**src/rtl/r30_entropy_stream_pkg.sv**
```systemverilog
// Shared definitions for the Rule 30 entropy harvester: default sizes,
// default seed helper and the sequencing state enum.
package r30_pkg;

   localparam int R30_N_DEFAULT = 128;
   localparam int R30_W_DEFAULT = 32;
   localparam int R30_MAX_N     = 1024;

   typedef enum logic [1:0] {RUN, HOLD, STALL} r30_mode_e;

   // Single live cell in the middle; callers keep the low n bits.
   function automatic logic [R30_MAX_N-1:0] r30_default_seed(input int n);
      logic [R30_MAX_N-1:0] s;
      s = {{(R30_MAX_N-1){1'b0}}, 1'b1} << (n / 2);
      return s;
   endfunction

endpackage

```
**src/rtl/r30_entropy_stream_gen.sv**
```systemverilog
// One Rule 30 generation over an N-cell ring:
// new[i] = left ^ (self | right) with periodic wrap-around.
module R30EntropyGen #(
   parameter int N = 128
) (
   input  logic [N-1:0] state,
   output logic [N-1:0] next_state
);

   for (genvar i = 0; i < N; i++) begin : g_cell
      assign next_state[i] = state[(i + 1) % N] ^ (state[i] | state[(i + N - 1) % N]);
   end

endmodule

```
**src/rtl/r30_entropy_stream.sv**
```systemverilog
// Rule 30 harvesting stage: steps the automaton, packs the tap cell into
// W-bit words (first bit in the MSB) and streams them out over valid/ready.
module r30_entropy_stream
   import r30_pkg::*;
#(
   parameter int N   = R30_N_DEFAULT,
   parameter int W   = R30_W_DEFAULT,
   parameter int TAP = N / 2
) (
   input  logic         clk,
   input  logic         rst_n,
   input  logic         enable,
   input  logic         seed_valid,
   input  logic [N-1:0] seed,
   output logic         seed_ready,
   output logic         out_valid,
   input  logic         out_ready,
   output logic [W-1:0] out_data,
   output logic         zero_reseed
);

   localparam int CW = $clog2(W) + 1;
   localparam logic [CW-1:0] CNT_LAST = CW'(W - 1);
   localparam logic [R30_MAX_N-1:0] SEED_FULL = r30_default_seed(N);
   localparam logic [N-1:0] DEFAULT_SEED = SEED_FULL[N-1:0];

   logic [N-1:0]  state, state_d, next_gen;
   logic [W-1:0]  acc, acc_d, shifted, out_data_d;
   logic [CW-1:0] cnt, cnt_d;
   logic          out_valid_d, zero_d;
   logic          load, stall, step;
   r30_mode_e     mode, mode_d;

   R30EntropyGen #(.N(N)) u_gen (
      .state      (state),
      .next_state (next_gen)
   );

   if (W > 1) begin : g_shift
      assign shifted = {acc[W-2:0], state[TAP]};
   end else begin : g_bit
      assign shifted = state[TAP];
   end

   // Loads are accepted in every cycle out of reset.
   assign seed_ready = rst_n;

   always_ff @(posedge clk or negedge rst_n) begin
      if (!rst_n) begin
         state       <= DEFAULT_SEED;
         acc         <= '0;
         cnt         <= '0;
         out_data    <= '0;
         out_valid   <= 1'b0;
         zero_reseed <= 1'b0;
         mode        <= RUN;
      end else begin
         state       <= state_d;
         acc         <= acc_d;
         cnt         <= cnt_d;
         out_data    <= out_data_d;
         out_valid   <= out_valid_d;
         zero_reseed <= zero_d;
         mode        <= mode_d;
      end
   end

   // STALL is held exactly while the last bit of a word is due and the
   // output register is still occupied, so only out_ready decides the stall.
   always_comb begin
      state_d     = state;
      acc_d       = acc;
      cnt_d       = cnt;
      out_data_d  = out_data;
      out_valid_d = out_valid && !out_ready;
      zero_d      = 1'b0;
      mode_d      = mode;
      load        = seed_valid;
      stall       = (mode == STALL) && !out_ready;
      step        = enable && !load && !stall;

      if (load) begin
         state_d = (seed == '0) ? DEFAULT_SEED : seed;
         zero_d  = (seed == '0);
         cnt_d   = '0;
         acc_d   = '0;
      end else if (step) begin
         acc_d   = shifted;
         state_d = (next_gen == '0) ? DEFAULT_SEED : next_gen;
         zero_d  = (next_gen == '0);
         if (cnt == CNT_LAST) begin
            out_data_d  = shifted;
            out_valid_d = 1'b1;
            cnt_d       = '0;
         end else begin
            cnt_d = cnt + 1'b1;
         end
      end

      if ((cnt_d == CNT_LAST) && out_valid_d) begin
         mode_d = STALL;
      end else if (!enable) begin
         mode_d = HOLD;
      end else begin
         mode_d = RUN;
      end
   end

endmodule

```
**config.mk**
```make
export PLATFORM = sky130hd
export DESIGN_NAME = r30_entropy_stream
export DESIGN_NICKNAME = d
export VERILOG_FILES = /design/src/rtl/r30_entropy_stream_pkg.sv /design/src/rtl/r30_entropy_stream_gen.sv /design/src/rtl/r30_entropy_stream.sv
export SDC_FILE = /design/constraint.sdc
export NUM_CORES = 1
export LEC_CHECK = 0
export ABC_AREA = 1
export BUFFER_PORTS_ARGS = -buffer_cell sky130_fd_sc_hd__clkbuf_2
export CORE_ASPECT_RATIO = 0.9
export CORE_MARGIN = 10
export CORE_UTILIZATION = 50
export CTS_CLUSTER_SIZE = 8
export DETAILED_ROUTE_END_ITERATION = 10
export PLACE_DENSITY = 0.79
export RECOVER_POWER = 100
export SETUP_SLACK_MARGIN = 0.4
export SLEW_MARGIN = 5
export SYNTH_ARGS = -nofsm -noshare
export SYNTH_HDL_FRONTEND = slang
export SYNTH_SLANG_ARGS = --single-unit
```
**constraint.sdc**
```tcl
create_clock -name clk -period 1.63 [get_ports clk]
set_input_delay 0.163 -clock clk [delete_from_list [all_inputs] [get_ports clk]]
set_output_delay 0.163 -clock clk [all_outputs]
set_load 0.03 [all_outputs]
```
==> results of run 1 <==
stage by stage:
step | power (mW) | instance area, um^2 | cells | utilization (%)
floorplan | 8.57 | 11600 | 1581 | -
global placement | 9.44 | 12700 | 2003 | 56.5
detailed placement | 9.59 | 12700 | 2003 | 56.5
CTS | 15.4 | 15500 | 2200 | 68.7
global route | 17.2 | 17400 | 2274 | 77.5
finish | 16.6 | 17400 | 2275 | 77.5
final timing paths:
path | start | end | cells after the start
max | mode[0] | mode[0] | 12
min | seed[78] | state[78] | 3
max reg2reg | mode[0] | mode[0] | 12
min reg2reg | out_data[10] | out_data[10] | 2
max in group asynchronous | rst_n | state[57] | 3
min in group asynchronous | rst_n | mode[1] | 3
synth_stat cells, drive strengths merged, types with 12 or more instances:
master | instances | area share [%]
o21bai | 55 | 3.6
nand3 | 69 | 3.0
a21oi | 103 | 4.5
o211ai | 27 | 1.8
xnor2 | 12 | 0.92
a22oi | 44 | 2.9
nor4 | 14 | 0.76
buf | 38 | 1.7
o21ai | 86 | 3.8
inv | 138 | 4.6
dfrtp | 200 | 44
nand2 | 454 | 15
nor2 | 244 | 8.1
o22ai | 31 | 1.7
clkbuf | 25 | 0.82
xor2 | 13 | 0.99
sequential cells by signal, summed over array words and instances (netlist names):
signal / flops
acc: 31
zero_reseed: 1
out_data: 32
cnt: 6
state: 128
out_valid: 1
mode: 2
cell type report:
| type | instances | area (um^2) |
|---|---|---|
| diodes | 5 | 12.5 |
| clock buffers | 43 | 778 |
| flip-flops and latches | 201 | 5050 |
| multi-input cells | 1180 | 6730 |
| repair inverters | 2 | 32.5 |
| well taps | 297 | 372 |
| inverters | 138 | 541 |
| fillers | 1360 | 5060 |
| repair buffers | 408 | 3920 |
| clock inverters | 1 | 7.51 |
power by group:
group | switching [mW] | internal, mW
combinational | 2.76 | 1.94
clock | 2.24 | 3.22
sequential | 0.849 | 5.53
timing repair:
action / CTS / global route
setup endpoints to repair: 231 / 232
pin swaps: 13 / 58
cloned: 15 / 31
resized for setup: 69 / 419
hold buffers: 121 / 3
endpoints found under the hold margin: 320 / 3
buffers inserted: 17 / 36
cell families after synthesis:
group,Yosys count,synth area share (%)
XOR/XNOR,25,1.91
buffers and inverters,201,7.11
adder cells (fa/ha/maj),1,0.109
AO/OA/AOI/OAI,357,19.1
AND/OR/NAND/NOR,796,28.0
flip-flops,201,43.8
critical path: stages, from the launching register on:
cell,delay (ps)
dfrtp_1,360
nand3b_1,260
nand2_8,200
inv_12,50
nand2_8,90
buf_6,110
nand2_4,50
inv_4,70
nand2_2,40
nor2_2,120
nand4_1,120
nor2_2,120
nor2_1,70
metal layers:
| layer | vias up | GRT usage [%] | share of wire, % |
|---|---|---|---|
| met5 | - | 0 | 0 |
| met4 | 0 | 8.04 | 5.2 |
| met3 | 237 | 4.69 | 11 |
| met2 | 1037 | 40.2 | 47 |
| met1 | 6443 | 32.7 | 37 |
| li1 | 6001 | - | - |
==> impl_metrics.env, run 1 <==
export IMPL_status="finished with violations"
export IMPL_cts_buffers=29
export IMPL_antenna_found_initial=4
export IMPL_period_share_pct=110
export IMPL_cts_root_buffer="clkbuf_16"
export IMPL_ys_async_sr_fraction_pct=100
export IMPL_power_density_nw_per_um2=949
export IMPL_synth_edf_count=0
export IMPL_critical_path_class="flip-flop to flip-flop"
export IMPL_ys_types=39
export IMPL_grt_max_degree=114
export IMPL_hold_violations=3
export IMPL_layout_commonest_cell="nand2_1"
export IMPL_coreArea_um2=22500
export IMPL_min_path_type="input pin to flip-flop"
export IMPL_critPathRequiredTime_ps=2050
export IMPL_die_h_um=164
export IMPL_gp_congestion=0.865
export IMPL_first_pass_iters=8
export IMPL_die_area_um2=29400
export IMPL_syn_area_per_cell_um2=7.26
export IMPL_leakagePower_nw=8.07
export IMPL_portBuffers=167
export IMPL_syn_inst=1581
export IMPL_rrSetupSlack_ps=-160
export IMPL_wire_per_inst_um=21.1
export IMPL_max_freq_mhz=558
export IMPL_insertion_delay_ps=540
export IMPL_wirelength_um=48000
export IMPL_io_pins=168
export IMPL_whs_ps=-7.82
export IMPL_crit_arrival_ps=2210
export IMPL_cts_htree_levels=1
export IMPL_dpl_hpwl_um=23200
export IMPL_ys_seq_area_share_pct=43.8
export IMPL_slew_headroom_pct=22.3
export IMPL_clock_sinks=201
export IMPL_layout_common_cells="358 x nand2_1, 228 x nor2_1, 185 x dfrtp_1"
export IMPL_yosysWarnings=0
export IMPL_drv_cap=0
export IMPL_vias=13718
export IMPL_grt_util_all_layers_pct=24.7
export IMPL_via_per_inst=6.03
export IMPL_syn_cell_area_um2=11500
export IMPL_die_w_um=180
export IMPL_setup_tns_final_ps=-9080
export IMPL_areaGrowthSynthToFinish_pct=52.0
export IMPL_synth_fp_nets=1715
export IMPL_grt_pass1_wl_um=61500
export IMPL_clkTransAtPathRegs_ps=50
export IMPL_finalSetupViolCount=148
export IMPL_violations="negative hold slack, negative setup slack"
export IMPL_grt_pass1_vias=12203
export IMPL_row_count=52
export IMPL_drtIter0Drc=1668
export IMPL_overflow=0
export IMPL_drc=0
export IMPL_startpoint_type="flip-flop"
export IMPL_finalWorstSetupSlack_ps=-161
export IMPL_crit_fanout=7
export IMPL_slew_viol_final=0
export IMPL_worst_pin_slew_ps=1170
export IMPL_skew_ps=10.5
export IMPL_nets=2094
export IMPL_place_ws_ps=-162
export IMPL_cts_tree="done"
export IMPL_antenna_left=0
export IMPL_start_util_pct=51.0
export IMPL_synth_flop_cell="dfrtp_1"
export IMPL_cts_buffer_depth=3
export IMPL_ys_ff_latch=201
export IMPL_worst_setup_path_end_kind="flip-flop"
export IMPL_period_needed_ps=1790
export IMPL_drive_gt1_share_pct=26.3
export IMPL_peakVddDrop_mv=0.672
export IMPL_rsz0062_at_grt="yes"
Power figures use the tool's default switching activity.
==> run 2, diff against run 1 <==
--- a/config.mk
+++ b/config.mk
@@ -7,12 +7,14 @@
 export LEC_CHECK = 0
 export ABC_AREA = 1
 export BUFFER_PORTS_ARGS = -buffer_cell sky130_fd_sc_hd__clkbuf_2
+export CELL_PAD_IN_SITES_DETAIL_PLACEMENT = 2
+export CELL_PAD_IN_SITES_GLOBAL_PLACEMENT = 2
 export CORE_ASPECT_RATIO = 0.9
 export CORE_MARGIN = 10
-export CORE_UTILIZATION = 50
+export CORE_UTILIZATION = 33
 export CTS_CLUSTER_SIZE = 8
 export DETAILED_ROUTE_END_ITERATION = 10
-export PLACE_DENSITY = 0.79
+export PLACE_DENSITY = 0.89
 export RECOVER_POWER = 100
 export SETUP_SLACK_MARGIN = 0.4
 export SLEW_MARGIN = 5
==> run 2 against run 1 <==
The run now fails in global routing (5_1_grt). Area after synthesis unchanged. Synthesized cell count stayed put.
==> impl_metrics.env, run 2 <==
export IMPL_ys_seq_area_share_pct=43.8
export IMPL_die_w_um=217
export IMPL_synthSimpleGateAreaFrac_pct=28.0
export IMPL_cts_root_buffer="clkbuf_16"
export IMPL_syn_inst=1581
export IMPL_post_synth_top_count_cell="nand2_1"
export IMPL_portBuffers=167
export IMPL_ys_async_sr_fraction_pct=100
export IMPL_failing_step="global routing (5_1_grt)"
export IMPL_synth_compound_area_share_pct=19.1
export IMPL_cts_buffers=29
export IMPL_synth_flop_cell="dfrtp_1"
export IMPL_synth_xor_area_share_pct=1.91
export IMPL_antenna_found_initial=2
export IMPL_synth_fp_nets=1715
export IMPL_status="did not finish"
export IMPL_clock_sinks=201
export IMPL_die_h_um=197
export IMPL_syn_cell_area_um2=11500
export IMPL_ys_ff_latch=201
export IMPL_synth_top_area_cell="dfrtp_1"
export IMPL_start_util_pct=33.6
export IMPL_ys_types=39
export IMPL_synth_area_leaders="dfrtp_1 44%, nand2_1 15%, nor2_1 7.9%, a21oi_1 4.5%, inv_1 4.4%"
export IMPL_synth_top_area_share_pct=43.6
export IMPL_synth_common_cells="451 x nand2_1, 241 x nor2_1, 200 x dfrtp_1"
export IMPL_syn_area_per_cell_um2=7.26
export IMPL_dpl_hpwl_um=32200
export IMPL_cts_htree_levels=1
export IMPL_place_ws_ps=-121
export IMPL_synth_edf_count=0
export IMPL_placed_cell_area_um2=13100
export IMPL_cts_buffer_depth=3
export IMPL_synth_fa_ha_area_share_pct=0.109
export IMPL_gp_congestion=0.837
export IMPL_grt_max_degree=100
export IMPL_grt_worst_setup_endpoint="state[64]$_DFFE_PN1P_/D"
export IMPL_synthMuxAreaShare_pct=0
export IMPL_yosysWarnings=0
export IMPL_error="[ERROR DPL-0033] detailed placement checks failed during check placement."
export IMPL_row_count=64
export IMPL_worstEndpointType="sequential cell input"
export IMPL_io_pins=168
export IMPL_synth_top_family_by_area="simple AND/OR/NAND/NOR gates"
-- run 2: cell counts after synthesis --
No cell type changed its count.
-- run 2: what timing repair did --
item                                    in CTS
buffers inserted                            35
pin swaps                                   34
hold buffers                               124
cloned                                      31
resized for setup                          257
hold endpoints to repair                   322
endpoints found under the setup margin     226
-- run 2: cell families after synthesis --
kind of cell	after synthesis
buf+inv	201
simple gates	796
compound gates	357
flops	201
xor+xnor	25
fa+ha+maj	1
-- run 2: per-stage QoR --
step | std cells | TNS [ps] | util [%]
floorplan | 1581 | 0 | -
global placement | 2183 | -156 | 38.3
detailed placement | 2183 | -241 | 38.3
CTS | 2421 | -66.3 | 50.3
==> run 3, diff against run 2 <==
--- a/config.mk
+++ b/config.mk
@@ -7,16 +7,11 @@
 export LEC_CHECK = 0
 export ABC_AREA = 1
 export BUFFER_PORTS_ARGS = -buffer_cell sky130_fd_sc_hd__clkbuf_2
-export CELL_PAD_IN_SITES_DETAIL_PLACEMENT = 2
-export CELL_PAD_IN_SITES_GLOBAL_PLACEMENT = 2
-export CORE_ASPECT_RATIO = 0.9
 export CORE_MARGIN = 10
-export CORE_UTILIZATION = 33
-export CTS_CLUSTER_SIZE = 8
+export CORE_UTILIZATION = 35
 export DETAILED_ROUTE_END_ITERATION = 10
-export PLACE_DENSITY = 0.89
+export PLACE_DENSITY_LB_ADDON = 0.15
 export RECOVER_POWER = 100
-export SETUP_SLACK_MARGIN = 0.4
 export SLEW_MARGIN = 5
 export SYNTH_ARGS = -nofsm -noshare
 export SYNTH_HDL_FRONTEND = slang
==> run 3 against run 2 <==
The flow now finishes without violations.
==> impl_metrics.env, run 3 (synthesized netlist as in run 1, its figures left out) <==
export IMPL_status="finished clean"
export IMPL_worstPathCellList="inv_2, xor2_1, nor2_1, nand2_1, nor2_2, nand2_1, nor2_1, nand2_1, nor2_1, nand2_1, nand3_1"
export IMPL_row_count=66
export IMPL_cts_tree="done"
export IMPL_rr_worst_depth=11
export IMPL_rsz0062_at_grt="yes"
export IMPL_cts_htree_levels=1
export IMPL_peakVddDrop_mv=0.688
export IMPL_worst_path_max_delay_cell="dfstp_2"
export IMPL_grt_pass1_vias=11346
export IMPL_die_w_um=201
export IMPL_rrSetupSlack_ps=5
export IMPL_leakagePower_nw=7.11
export IMPL_crit_fanout=4
export IMPL_min_path_type="input pin to async pin"
export IMPL_dpl_hpwl_um=24300
export IMPL_slew_headroom_pct=34.6
export IMPL_gp_congestion=0.843
export IMPL_p_total_mw=16.2
export IMPL_die_area_um2=40400
export IMPL_via_per_inst=4.93
export IMPL_nets=2018
export IMPL_grt_util_met3_pct=2.86
export IMPL_cts_buffer_depth=3
export IMPL_hold_violations=0
export IMPL_areaGrowthSynthToFinish_pct=32.8
export IMPL_grt_busiest_layer="met2"
export IMPL_grt_util_all_layers_pct=17.5
export IMPL_critPathRequiredTime_ps=2110
export IMPL_power_density_nw_per_um2=1060
export IMPL_wire_per_inst_um=15.4
export IMPL_layout_common_cells="443 x nand2_1, 218 x nor2_1, 173 x dfrtp_1"
export IMPL_fin_util_pct=47.0
export IMPL_clkTransAtPathRegs_ps=60
export IMPL_top_register="state"
export IMPL_overflow=0
export IMPL_crit_arrival_ps=2100
export IMPL_drc=0
export IMPL_drive_gt1_share_pct=15.3
export IMPL_vias=11566
export IMPL_io_pins=168
export IMPL_finalSetupViolCount=0
export IMPL_seq_area_um2=5060
export IMPL_portBuffers=167
export IMPL_wirelength_um=36200
export IMPL_start_util_pct=35.4
export IMPL_drv_cap=0
export IMPL_grt_util_met1_pct=23.4
export IMPL_insertion_delay_ps=550
export IMPL_startpoint_type="flip-flop"
export IMPL_multi_input_area_um2=5740
export IMPL_cts_buffers=26
export IMPL_use_met2_pct=28.9
export IMPL_die_h_um=201
export IMPL_nFillCells=3244
export IMPL_layout_commonest_cell="nand2_1"
export IMPL_clock_sinks=201
export IMPL_period_share_pct=99.7
export IMPL_cts_root_buffer="clkbuf_16"
export IMPL_rr_endpoint="state[64]"
export IMPL_period_needed_ps=1630
export IMPL_crit_top_cell="nand2_1"
export IMPL_largest_register_ffs=128
export IMPL_coreArea_um2=32500
export IMPL_max_freq_mhz=615
export IMPL_slowest_delay_ps=560
export IMPL_skew_ps=18.8
export IMPL_slew_viol_final=0
export IMPL_antenna_found_initial=1
export IMPL_worst_setup_path_end_kind="flip-flop"
export IMPL_reg2reg_from="state[64]"
export IMPL_first_pass_iters=5
export IMPL_grt_max_degree=104
export IMPL_antenna_left=0
export IMPL_critical_path_class="flip-flop to flip-flop"
export IMPL_drtIter0Drc=763
export IMPL_top_regs="state (128), out_data (32), acc (31)"
export IMPL_worst_pin_slew_ps=980
export IMPL_grt_pass1_wl_um=59300
## run 3: per-stage QoR
stage          hold WS [ps]  cell area, um^2  instances  setup TNS [ps]  worst slack [ps]
4_1_cts                57.3            15300       2345               0              1.34
3_3_place_gp           63.3            13000       2165            -193              -101
2_1_floorplan          -133            11500       1581               0               233
6_report               52.8            15200       2347               0              4.58
3_5_place_dp           64.3            13000       2165            -194              -101
5_1_grt                78.9            15200       2347           -2260              -121
## run 3: repair_timing
| item | CTS | global route |
|---|---|---|
| endpoints found under the hold margin | 332 | 0 |
| hold buffers | 132 | 0 |
| setup endpoints to repair | 2 | 7 |
| pin swaps | 2 | 21 |
| gates resized for setup | 11 | 84 |
| buffers inserted | 0 | 1 |
## run 3: worst max path at each step
stage | to | start | slack, ps | cells after the start
after floorplan | state[64] | state[64] | 230 | 11
after global placement | state[64] | state[26] | -100 | 11
after detailed placement | state[64] | state[26] | -100 | 11
after CTS | state[64] | state[28] | 1 | 11
after global routing | state[64] | state[36] | -120 | 11
final | state[64] | state[64] | 5 | 11
## run 3: metal layers
layer / vias up / wire length [um]
met5: - / 0
met4: 0 / 663
met3: 42 / 1670
met2: 256 / 16900
met1: 5439 / 17000
li1: 5829 / -
## run 3: cell type report
class | count | share of cell area, %
Sequential cell | 201 | 33.2
Clock buffer | 38 | 4.89
Multi-Input combinational cell | 1179 | 37.6
Timing Repair Buffer | 338 | 16.0
Inverter | 138 | 3.46
Antenna cell | 1 | 0.0164
Tap cell | 442 | 3.63
Clock inverter | 10 | 1.12
## run 3: critical path: cells and delay by family (launching register included)
family	cells	cell delay (ps)
buf+inv	1	70
flops	1	560
simple gates	9	760
xor+xnor	1	170
## run 3: power breakdown
group          internal, mW  switching, mW  total [mW]
logic                  1.61           2.16        3.77
clock network          3.81           2.30        6.11
registers              5.54          0.738        6.28
==> run 4, diff against run 3 <==
--- a/config.mk
+++ b/config.mk
@@ -12,6 +12,7 @@
 export DETAILED_ROUTE_END_ITERATION = 10
 export PLACE_DENSITY_LB_ADDON = 0.15
 export RECOVER_POWER = 100
+export SETUP_SLACK_MARGIN = 0.5
 export SLEW_MARGIN = 5
 export SYNTH_ARGS = -nofsm -noshare
 export SYNTH_HDL_FRONTEND = slang
==> constraint.sdc (replaced) <==
create_clock -name clk -period 1.4 [get_ports clk]
set_input_delay 0.14 -clock clk [delete_from_list [all_inputs] [get_ports clk]]
set_output_delay 0.14 -clock clk [all_outputs]
set_load 0.03 [all_outputs]
==> run 4 against run 3 <==
The run now ends with negative hold slack, negative setup slack left. First-iteration DRC count increased by 2.6%. Non-clock buffer count up 273. Hold slack worse by 76 ps. Via count grew 14%. Fmax is 8.1% lower. Design area grew 32%. Cell count is 12% higher. Critical endpoint is now out_data[3].
==> impl_metrics.env, run 4 (synthesized netlist as in run 1, its figures left out) <==
export IMPL_rsz0062_at_grt="yes"
export IMPL_largest_register_ffs=128
export IMPL_p_total_mw=21.1
export IMPL_via_per_inst=5.03
export IMPL_top_regs="state (128), out_data (32), acc (31)"
export IMPL_hold_violations=2
export IMPL_finalWorstSetupSlack_ps=-369
export IMPL_cts_root_buffer="clkbuf_16"
export IMPL_nets=2294
export IMPL_dpl_hpwl_um=26100
export IMPL_die_h_um=201
export IMPL_critical_path_class="flip-flop to flip-flop"
export IMPL_slew_headroom_pct=17.1
export IMPL_grt_util_all_layers_pct=20.9
export IMPL_slew_viol_final=0
export IMPL_setup_tns_final_ps=-21610
export IMPL_rr_worst_depth=7
export IMPL_crit_end="out_data[3]"
export IMPL_rrSetupSlack_ps=-370
export IMPL_first_pass_iters=5
export IMPL_power_density_nw_per_um2=1050
export IMPL_post_place_cells=2337
export IMPL_cts_buffers=25
export IMPL_peakVddDrop_mv=0.865
export IMPL_reg2reg_from="cnt[0]"
export IMPL_overflow=0
export IMPL_portBuffers=167
export IMPL_period_needed_ps=1770
export IMPL_min_path_type="input pin to flip-flop"
export IMPL_crit_arrival_ps=2220
export IMPL_startpoint_type="flip-flop"
export IMPL_insertion_delay_ps=530
export IMPL_worst_setup_path_end_kind="flip-flop"
export IMPL_finalNonFillerCells=2619
export IMPL_seq_area_um2=5050
export IMPL_violations="negative hold slack, negative setup slack"
export IMPL_drtIter0Drc=783
export IMPL_layout_common_cells="354 x nand2_1, 230 x buf_4, 212 x nor2_1"
export IMPL_vias=13175
export IMPL_start_util_pct=35.4
export IMPL_io_pins=168
export IMPL_cts_htree_levels=1
export IMPL_diodes=0
export IMPL_row_count=66
export IMPL_clkTransAtPathRegs_ps=60
export IMPL_worst_pin_slew_ps=1240
export IMPL_nFillCells=2725
export IMPL_cts_tree="done"
export IMPL_skew_ps=13.1
export IMPL_status="finished with violations"
export IMPL_grt_pass1_wl_um=70200
export IMPL_coreArea_um2=32500
export IMPL_layout_commonest_cell="nand2_1"
export IMPL_grt_pass1_vias=13302
export IMPL_die_w_um=201
export IMPL_antenna_left=0
export IMPL_wire_per_inst_um=17.2
export IMPL_leakagePower_nw=9.55
export IMPL_max_freq_mhz=565
export IMPL_crit_fanout=14
export IMPL_grt_max_degree=110
export IMPL_period_share_pct=126
export IMPL_wirelength_um=44900
export IMPL_clock_sinks=201
export IMPL_drive_gt1_share_pct=41.2
export IMPL_hold_buffers=103
export IMPL_finalSetupViolCount=171
export IMPL_multi_input_area_um2=7390
export IMPL_crit_start="cnt[0]"
export IMPL_areaGrowthSynthToFinish_pct=76.0
export IMPL_critPathRequiredTime_ps=1850
export IMPL_die_area_um2=40400
export IMPL_antenna_found_initial=1
export IMPL_rr_endpoint="out_data[3]"
export IMPL_top_register="state"
export IMPL_gp_congestion=0.836
export IMPL_cts_buffer_depth=3
export IMPL_drv_cap=0
export IMPL_whs_ps=-23.4
export IMPL_drc=0
run 4: cell count changes in the layout (fill, tap and decap cells not counted), moves of 35 or more:
cell	delta
buf_4	+204
nand2_1	-89
a21oi_1	-62
nand2_4	+51
clkbuf_1	-38
a21oi_2	+37
nand2_2	+36
buf_16	+35
run 4: through the flow:
| step | hold WS [ps] | cell area, um^2 | util [%] | setup slack, ps |
|---|---|---|---|---|
| 2_1_floorplan | -156 | 11800 | - | 28.7 |
| 3_3_place_gp | 302 | 14400 | 44.5 | -532 |
| 3_5_place_dp | 305 | 14400 | 44.5 | -494 |
| 4_1_cts | -45.4 | 19400 | 59.7 | -277 |
| 5_1_grt | -38.3 | 20200 | 62.2 | -459 |
| 6_report | -23.4 | 20200 | 62.2 | -369 |
run 4: layout make-up:
cell class / count / share of cell area [%]
inverter: 138 / 2.70
sequential: 201 / 25.0
timing repair inverter: 3 / 0.242
timing repair buffer: 611 / 28.5
clock buffer: 32 / 3.43
clock inverter: 12 / 0.731
multi-input combinational: 1180 / 36.6
tap: 442 / 2.74
run 4: metal layers:
metal	vias to the layer above	global-route usage [%]	share of wire, %
met3	63	3.23	5.2
met2	371	35.0	49
met1	6337	27.5	44
met5	-	0	0.016
li1	6402	-	-
met4	2	5.25	2.0
run 4: where the power goes:
group	internal, mW	leakage, nW	switching [mW]	total, mW
Clock	4.04	0.412	2.66	6.70
Sequential	6.44	2.49	0.933	7.37
Combinational	3.66	6.65	3.41	7.07
Total	14.1	9.55	7.00	21.1
run 4: timing repair:
| item | CTS | global route |
|---|---|---|
| setup buffers | 66 | 28 |
| pin swaps | 61 | 68 |
| gates resized for setup | 393 | 269 |
| hold endpoints to repair | 303 | 1 |
| gates cloned | 38 | 3 |
| setup endpoints to repair | 235 | 416 |
run 4: worst max-delay path, cell delays in order, from the launching register on:
cell,delay (ps)
dfrtp_1,350
ha_1,200
nand3_1,110
nor2_2,330
nand2_8,110
buf_12,160
bufbuf_16,280
o21ai_1,140
run 4: worst min-delay path by stage:
stage               from          end  cells after the start
2_1_floorplan      rst_n       acc[0]                      0
3_3_place_gp       rst_n  out_data[7]                      2
3_5_place_dp       rst_n  out_data[7]                      2
4_1_cts        out_ready    out_valid                      4
5_1_grt        out_ready    out_valid                      4
6_report       out_ready    out_valid                      4
